===== config.mk =====
export PLATFORM = sky130hd
export DESIGN_NAME = alu_writeback_stage
export DESIGN_NICKNAME = d
export VERILOG_FILES = /design/src/rtl/alu_writeback_stage.sv
export SDC_FILE = /design/constraint.sdc
export NUM_CORES = 1
export LEC_CHECK = 0
export CAP_MARGIN = 5
export CELL_PAD_IN_SITES_DETAIL_PLACEMENT = 2
export CELL_PAD_IN_SITES_GLOBAL_PLACEMENT = 2
export CORE_ASPECT_RATIO = 1.2
export CORE_MARGIN = 3
export CORE_UTILIZATION = 25
export DETAILED_ROUTE_END_ITERATION = 7
export PLACE_DENSITY_LB_ADDON = 0.1
export SLEW_MARGIN = 5
export SYNTH_ARGS = -nofsm -noshare
export SYNTH_HDL_FRONTEND = slang
export SYNTH_SLANG_ARGS = --single-unit

===== constraint.sdc =====
create_clock -name clk -period 3.08 [get_ports clk]
set_input_delay 0.924 -clock clk [delete_from_list [all_inputs] [get_ports clk]]
set_output_delay 0.924 -clock clk [all_outputs]
set_load 0.02 [all_outputs]

===== src/rtl/alu_writeback_stage.sv =====
// Execute/writeback stage: evaluates ARM conditions against the committed CPSR flags,
// commits flag updates, and registers one qualified register-file write per cycle.
module alu_writeback_stage (
  input  logic        clk,
  input  logic        reset,
  input  logic        valid_in,
  input  logic        stall,
  input  logic [3:0]  cond,
  input  logic        set_flags,
  input  logic [31:0] alu_result,
  input  logic [3:0]  alu_flags,
  input  logic        alu_wb,
  input  logic [3:0]  rd,
  input  logic        cpsr_we,
  input  logic [3:0]  cpsr_wdata,
  output logic        wb_en,
  output logic [3:0]  wb_addr,
  output logic [31:0] wb_data,
  output logic        pc_write,
  output logic [3:0]  cpsr,
  output logic        cond_pass,
  output logic [15:0] exec_count,
  output logic [15:0] skip_count
);

  typedef enum logic [3:0] {
    COND_EQ = 4'h0, COND_NE = 4'h1, COND_CS = 4'h2, COND_CC = 4'h3,
    COND_MI = 4'h4, COND_PL = 4'h5, COND_VS = 4'h6, COND_VC = 4'h7,
    COND_HI = 4'h8, COND_LS = 4'h9, COND_GE = 4'hA, COND_LT = 4'hB,
    COND_GT = 4'hC, COND_LE = 4'hD, COND_AL = 4'hE, COND_NV = 4'hF
  } cond_e;

  logic flag_z, flag_c, flag_n, flag_v;
  logic cond_true;
  logic accept;
  logic pass;
  logic do_write;

  assign flag_z = cpsr[0];
  assign flag_c = cpsr[1];
  assign flag_n = cpsr[2];
  assign flag_v = cpsr[3];

  // NOTE: the default assignment ahead of the case keeps this purely combinational
  // for every cond value, so no latch is inferred.
  always_comb begin
    cond_true = 1'b0;
    case (cond_e'(cond))
      COND_EQ: cond_true = flag_z;
      COND_NE: cond_true = ~flag_z;
      COND_CS: cond_true = flag_c;
      COND_CC: cond_true = ~flag_c;
      COND_MI: cond_true = flag_n;
      COND_PL: cond_true = ~flag_n;
      COND_VS: cond_true = flag_v;
      COND_VC: cond_true = ~flag_v;
      COND_HI: cond_true = flag_c & ~flag_z;
      COND_LS: cond_true = ~flag_c | flag_z;
      COND_GE: cond_true = (flag_n == flag_v);
      COND_LT: cond_true = (flag_n != flag_v);
      COND_GT: cond_true = ~flag_z & (flag_n == flag_v);
      COND_LE: cond_true = flag_z | (flag_n != flag_v);
      COND_AL: cond_true = 1'b1;
      COND_NV: cond_true = 1'b0;
      default: cond_true = 1'b0;
    endcase
  end

  assign accept   = valid_in & ~stall;
  assign pass     = accept & cond_true;
  assign do_write = pass & alu_wb;

  // NOTE: all state uses non-blocking assignments so every register samples the
  // pre-edge values; back-to-back instructions then see the flags committed by
  // their predecessor without any bypass.
  always_ff @(posedge clk) begin
    if (reset) begin
      wb_en      <= 1'b0;
      wb_addr    <= 4'h0;
      wb_data    <= 32'h0;
      pc_write   <= 1'b0;
      cpsr       <= 4'b0000;
      cond_pass  <= 1'b0;
      exec_count <= 16'h0;
      skip_count <= 16'h0;
    end else begin
      wb_en    <= do_write;
      pc_write <= do_write & (rd == 4'hF);
      if (do_write) begin
        wb_addr <= rd;
        wb_data <= alu_result;
      end

      // Direct writes win over an ALU commit in the same cycle, even under stall.
      if (cpsr_we)
        cpsr <= cpsr_wdata;
      else if (pass & set_flags)
        cpsr <= alu_flags;

      if (accept)
        cond_pass <= pass;

      if (pass && exec_count != 16'hFFFF)
        exec_count <= exec_count + 16'd1;
      if (accept && !cond_true && skip_count != 16'hFFFF)
        skip_count <= skip_count + 16'd1;
    end
  end

endmodule


Word level (Yosys, flattened, before mapping)

Cells that the tools add are included.
Widths: inputs -> output; s select.

Add/subtract/negate cells: 2
Equal/unequal tests: 20
Muxes and demuxes: 3
Bitwise operators: 14
Reductions and logical operators: 6

Operator list:

| operator              | number |
|---|---|
| $eq 4x4->1 const B    | 9 |
| $add 16x1->16 const B | 2 |
| $ne 16x16->1 const B  | 2 |
| $eq 4x3->1 const B    | 4 |
| $pmux 1 s16           | 1 |
| $eq 4x2->1 const B    | 2 |
| $mux 4                | 2 |
| $and 1x1->1           | 7 |
| $not 1->1             | 5 |
| $eq 4x1->1 const B    | 1 |
| $logic_not 4->1       | 1 |
| $logic_and 1x1->1     | 3 |
| $or 1x1->1            | 2 |
| $reduce_bool 2->1     | 1 |
| $eq 1x1->1            | 1 |
| $logic_not 1->1       | 1 |
| $ne 1x1->1            | 1 |

Register bits after elaboration: 75
Logic and storage cells: 53

Longest topological paths before layout

Depth after elaboration: 7
Gate-level depth with buffers: 9
Mapped depth without buffers: 7

Worst setup path after synthesis

No wires, ideal clock.

Path type: input to register
Start point: input port cond[0]
End point: register wb_data[16]
Setup time: 0.128 ns
Arrival time: 2.570 ns
Required time: 2.952 ns
Path slack: 0.383 ns
Cell stages on the path: 9
Path through: buf_6 or3b_1 mux2i_2 o21ai_2 a21oi_1 buf_4 buf_4 mux2i_1 nor2_1

Cells in the longest elaborated chain, start to end: 4
Elaborated cells on any way between the ends: 19
Classes of those cells: eq/ne: 15; mux: 1; bitwise: 2; reduce/logical: 1

RTL lines:

| what                               | line | source |
|---|---|---|
| start, declared                    | 8    | `input logic [3:0] cond,` |
| $eq 4x4->1 (tied with other cells) | 48   | `case (cond_e'(cond))` |
| $pmux 1 s16 (*)                    | 48   |  |
| $and 1x1->1 (*)                    | 70   | `assign pass = accept & cond_true;` |
| $and 1x1->1 (*)                    | 71   | `assign do_write = pass & alu_wb;` |
| end signal, assigned               | 91   | `wb_data <= alu_result;` |
| end, declared                      | 18   | `output logic [31:0] wb_data,` |

Mark *: on every way between the ends. The rest lies on a longest branch, timed or not.
A chain may end at the register's enable or synchronous reset.

Worst setup path in the final report

Start point: input port cond[1]
End point: register exec_count[13]

Cells in the longest elaborated chain, start to end: 4
Elaborated cells on any way between the ends: 19
Classes of those cells: eq/ne: 15; mux: 1; bitwise: 1; reduce/logical: 2

RTL lines:

| what                               | line | source |
|---|---|---|
| $eq 4x4->1 (tied with other cells) | 48   |  |
| $pmux 1 s16 (*)                    | 48   |  |
| $and 1x1->1 (*)                    | 70   |  |
| $logic_and 1x1->1 (*)              | 103  | `if (pass && exec_count != 16'hFFFF)` |
| end signal, assigned               | 104  | `exec_count <= exec_count + 16'd1;` |
| end, declared                      | 22   | `output logic [15:0] exec_count,` |

Marks and branches as above.

==> results.ini <==
[floorplan]
ioPinCount = 130
core.rowCount = 45
die_h_um = 132
die_area_sq_um = 14500
die_x_um = 111
core_sq_um = 12700
initial_core_util_pct = 25.8

[cells_and_area]
final_cell_mix = 128 x clkdlybuf4s50_1, 75 x dfxtp_1, 49 x nor2_1
final_util_pct = 41.9
instances_no_fill = 671
syn_to_final_growth_pct = 62.3
final_cell_area_sq_um = 5330
nNetsFinal = 559
antenna_cells = 0
layout-drive-gt1-share_pct = 10.7
final_common_cell = clkdlybuf4s50_1

[global_routing]
met1_usage_pct = 15.9
met3_usage_pct = 6.36
grt_max_degree = 50
grtUsageTotal_pct = 15.2
antenna_found_initial = 0
grt_pass1_wl_um = 17900
grtUsageMet2_pct = 26.9
grt-busiest-layer = met2
grt_pass1_vias = 3497
grt_overflow = 0

[setup_path]
crit_required_ns = 3.33
cp_top_family = buffers and inverters
crit_buf_inv = 3
critPathMaxStageDelay_ns = 0.46
ff2ff_path_depth = 7
critPathSlowestCell = clkdlybuf4s50_1
cp-end-kind = flop
reg2reg_to = exec_count[13]
critPathArrivalTime_ns = 3.31
rrSetupSlack_ns = 0.74
cpMostUsedCell = buf_4
r2r_start = cpsr[0]
crit_path_max_fanout = 9
crit_chain = clkdlybuf4s50_1 > buf_4 > xnor2_1 > o22ai_1 > mux2_4 > a21bo_4 > buf_4 > or3_1 > a21oi_1
crit_path_start_kind = input pin
critical_path_class = in -> reg

[clock_tree]
cts_made_buffers = 9
cts.sinks = 75
worstSkewPairLatency_ns = 0.34
cts_buffer_depth = 2
cts_tree = built
ctsHoldBuffers = 0
root_buffer = clkbuf_16
htreeDepth = 3
clkTransAtPathRegs_ns = 0.06

[min_path]
min_to = cond_pass
hp-class = reg -> reg
whs_path_depth = 2
hp-start = cond_pass

[run]
max-cap-violations = 0

[place]
globalplace.congestion = 0.736
dp_hpwl_um = 8040
port_buffers = 129
dp_slack_ns = -0.301
placedCellCount = 651
place_area_sq_um = 4890

[drt]
drc = 0
vias = 3230
wl_per_cell_um = 16.6
dr.pass1.iters = 2
routed_wl_um = 11200
via_per_inst = 4.81
dr.first_iter.drc_count = 51
final_antenna_net_count = 0

[logic_synthesis]
synth_edf_count = 0
synth.top_cell.area_share_pct = 45.7
synthSimpleGateAreaFrac_pct = 22.0
synthAdderAreaFrac_pct = 0.762
syn_nets = 412
ys.flop_type = dfxtp_1
synthTopCellsByArea = dfxtp_1 46%, mux2i_1 13%, nor2_1 5.6%
muxShareOfSynthArea_pct = 14.6
yosysUniqueCellTypes = 44
synth_warnings = 0
synth-xor-area-share_pct = 2.40
avgSynthCellArea_sq_um = 9.25
async_reset_ff_share_pct = 0
synth-seq-cells = 75
netlist_instances = 355
yosysSeqAreaShare_pct = 45.7
syn_area_sq_um = 3280
synth_compound_area_share_pct = 11.2
synth_top_area_cell = dfxtp_1
synth_top_family_by_area = simple AND/OR/NAND/NOR gates

[sta]
period_share_pct = 99.3
max_slew_margin_pct = 37.5
hold_viol = 0
tightest_slew_ns = 0.937
skew_ns = 0.00482
layout_setup_ws_ns = 0.0222
slew_viol_final = 0
fmax_mhz = 327
min_period_ns = 3.06
setup_viol = 0

[pwr]
power.leakage_nw = 1.86
ir_drop_mv = 0.214
p_per_area_nw_per_um2 = 477

[run_status]
status = complete, no violations

==> worst max path at each step <==
stage / end / cells after the start / slack, ns / start
final: exec_count[13] / 9 / 0.02 / cond[1]
after global routing: exec_count[13] / 9 / -0.07 / cond[1]
after CTS: exec_count[13] / 8 / 0.04 / cond[2]
after detailed placement: exec_count[13] / 8 / -0.30 / cond[2]
after global placement: skip_count[13] / 7 / -0.24 / cond[2]
after floorplan: wb_data[16] / 9 / 0.38 / cond[0]
==> synthesized netlist by cell type (all sizes together) (3+ instances only) <==
cell	number
nor2b	8
dfxtp	75
a21oi	21
and4	3
nand3	14
or3	16
nand4	3
mux2	3
xnor2	6
buf	10
xor2	3
or4	6
and3	5
nand2b	3
nand3b	5
o21ai	19
nor2	49
mux2i	44
clkbuf	9
nand2	21
o31ai	7
==> stage by stage <==
stage	setup TNS, ns	power, mW	hold WS (ns)
2_1_floorplan	0	1.15	0.534
3_3_place_gp	-7.76	1.31	0.471
4_1_cts	0	2.57	0.487
5_1_grt	-0.101	2.65	0.532
3_5_place_dp	-13.11	1.32	0.479
6_report	0	2.54	0.489
==> final cells by class <==
class / instances / area, sq um
inverter: 2 / 7.51
clock inverter: 5 / 100
multi-input combinational: 259 / 1720
clock buffer: 11 / 243
fill: 1434 / 7390
timing repair buffer: 155 / 1550
sequential: 75 / 1500
tap: 164 / 205
==> routing by layer <==
metal | part of all wire [%] | vias up
met5 | 0 | -
met4 | 1.4 | 0
met3 | 8.7 | 10
met2 | 51 | 90
met1 | 39 | 1578
li1 | - | 1552
==> what timing repair did <==
action	CTS	global route
setup endpoints to repair	0	33
gates resized for setup	0	6
buffers inserted	0	3
==> power by group <==
part	switching [mW]	internal (mW)	total (mW)
clock	0.421	0.812	1.23
combinational	0.136	0.167	0.303
sequential	0.0172	0.990	1.01
==> sequential cells by signal, summed over array words and instances (netlist names) <==
name	cells
exec_count	16
wb_data	32
pc_write	1
wb_en	1
wb_addr	4
cpsr	4
cond_pass	1
skip_count	16
==> kinds of logic (layout without fill, tap and decap cells) <==
group,count (synthesis),count (layout)
AOI/OAI and AO/OA,59,59
xor gates and xnor gates,9,9
adders and majority gates,2,2
buffers and inverters,21,173
DFF,75,75
muxes,47,47
and+or+nand+nor,142,142
==> worst reg2reg max path: cells and delay by family, from the launching register on <==
kind	cells	cell delay, ns
DFF	1	0.44
muxes	1	0.39
buffers and inverters	1	0.16
and+or+nand+nor	1	0.36
AOI/OAI and AO/OA	4	0.92
Power figures use the tool's default switching activity.
==> RTL edit: new RTL, config.mk and constraints unchanged <==
Make the reset (`reset`) asynchronous in one clocked block.
--- a/src/rtl/alu_writeback_stage.sv
+++ b/src/rtl/alu_writeback_stage.sv
@@ -73,7 +73,7 @@
   // NOTE: all state uses non-blocking assignments so every register samples the
   // pre-edge values; back-to-back instructions then see the flags committed by
   // their predecessor without any bypass.
-  always_ff @(posedge clk) begin
+  always_ff @(posedge clk or posedge reset) begin
     if (reset) begin
       wb_en      <= 1'b0;
       wb_addr    <= 4'h0;
Behaviour: differs if reset is asserted again (counterexample within 4 cycles, from zero or initial values and one cycle with reset high); with reset held inactive, the same outputs for 10 cycles.
==> RTL edit against the unedited design <==
- worst setup slack better by 0.15 ns
- count of clock-buffer cells in the layout unchanged
- register-to-register slack improved by 0.04 ns
- final area up 5.0%
- sequential cell count unchanged
- area after synthesis is 9.6% higher
- routed wire length shrank 5.2%
- final cell count is 9.8% lower
- via count down 14%
Power is not compared: it rests on default switching activity, and its combinational part moved more than twofold at a synthesized area within 25%.
==> RTL edit: results <==
metrics = {
    "place": {
        "place_ws_ns": -0.345,
        "hpwl_um": 7980,
        "gp_congestion": 0.744,
        "dpl_cell_area_mm2": 0.00524,
        "dp.cells": 590,
    },
    "sta": {
        "slew_headroom_pct": 66.1,
        "skew_ns": 0.00429,
    },
    "final_layout": {
        "drive_gt1_share_pct": 22.1,
        "nNonClkBuffers": 153,
        "fin_nets": 487,
        "final_cells": 605,
        "seq_area_mm2": 0.00188,
        "nFillCells": 1467,
        "bufAreaShareNonClock_pct": 27.3,
        "final_core_util_pct": 40.2,
        "clock_tree_area_fraction_pct": 6.10,
        "inv_count": 8,
        "multiInputCombCellCount": 183,
        "multi_input_area_share_pct": 28.6,
    },
    "logic_synthesis": {
        "synth.distinct_cells": 47,
        "synth_mux_area_share_pct": 18.7,
        "netlist_instances": 277,
        "synth_commonest_cells": "dfrtp_1, mux2_4, xnor2_1",
        "synthTopCellsByArea": "dfrtp_1, mux2_4, xnor2_1",
        "synth_fp_nets": 334,
        "synth_top_flop_cell": "dfrtp_1",
        "synthArstFlopShare_pct": 100,
        "ys_seq_area_share_pct": 52.2,
        "synthAdderAreaFrac_pct": 0.696,
    },
    "detailed_routing": {
        "wl_met3_um": 758,
        "finalWirelength_um": 10600,
        "wl_met1_um": 4360,
        "drt-pass1-iter-count": 4,
        "drt_iter0_drc": 56,
        "route.met2.wl_um": 5200,
    },
    "global_routing": {
        "grt_pass1_vias": 3224,
        "grt_max_degree": 29,
        "use_met1_pct": 16.8,
        "grt_pass1_wl_um": 17300,
        "grtUsageMet3_pct": 5.01,
        "gr-usage-all-layers_pct": 14.1,
        "grt_use_met2_pct": 22.7,
    },
    "critical_path": {
        "cp_max_fo": 4,
        "worstPathArrival_ns": 3.12,
    },
    "clocking": {
        "cts_resized": 0,
        "htreeDepth": 3,
    },
    "die": {
        "design.core.area_mm2": 0.0139,
    },
    "status": {
        "outcome": "finished, final reports clean",
    },
    "power_and_ir_drop": {
        "leakagePower_uw": 0.00236,
        "sw_frac_of_total_pct": 30.0,
    },
}
==> RTL edit: cell types whose count changed after synthesis, sizes merged, moves of 7 or more <==
cell,before,now
dfrtp,0,75
dfxtp,75,0
mux2,3,47
mux2i,44,3
nor2,49,8
xnor2,6,29
a21oi,21,3
o21ai,19,2
or3,16,1
nand4,3,12
nor2b,8,0
nand3,14,21
o31ai,7,0
==> RTL edit: final timing paths <==
check	from	to	slack, ns	cells after the start
hold / removal	skip_count[14]	skip_count[14]	0.49	1
min in group asynchronous	reset	exec_count[1]	0.93	2
hold reg to reg	skip_count[14]	skip_count[14]	0.49	1
setup reg to reg	skip_count[6]	skip_count[1]	0.78	6
max in group asynchronous	reset	skip_count[8]	1.57	3
setup / recovery	cond[2]	cpsr[1]	0.18	7
==> RTL edit: critical path, cell delays in order <==
cell	delay [ns]
clkdlybuf4s50_1	0.52
or3b_1	0.38
mux2i_1	0.18
o21ai_0	0.19
a21oi_2	0.30
mux2_2	0.36
mux2_2	0.26
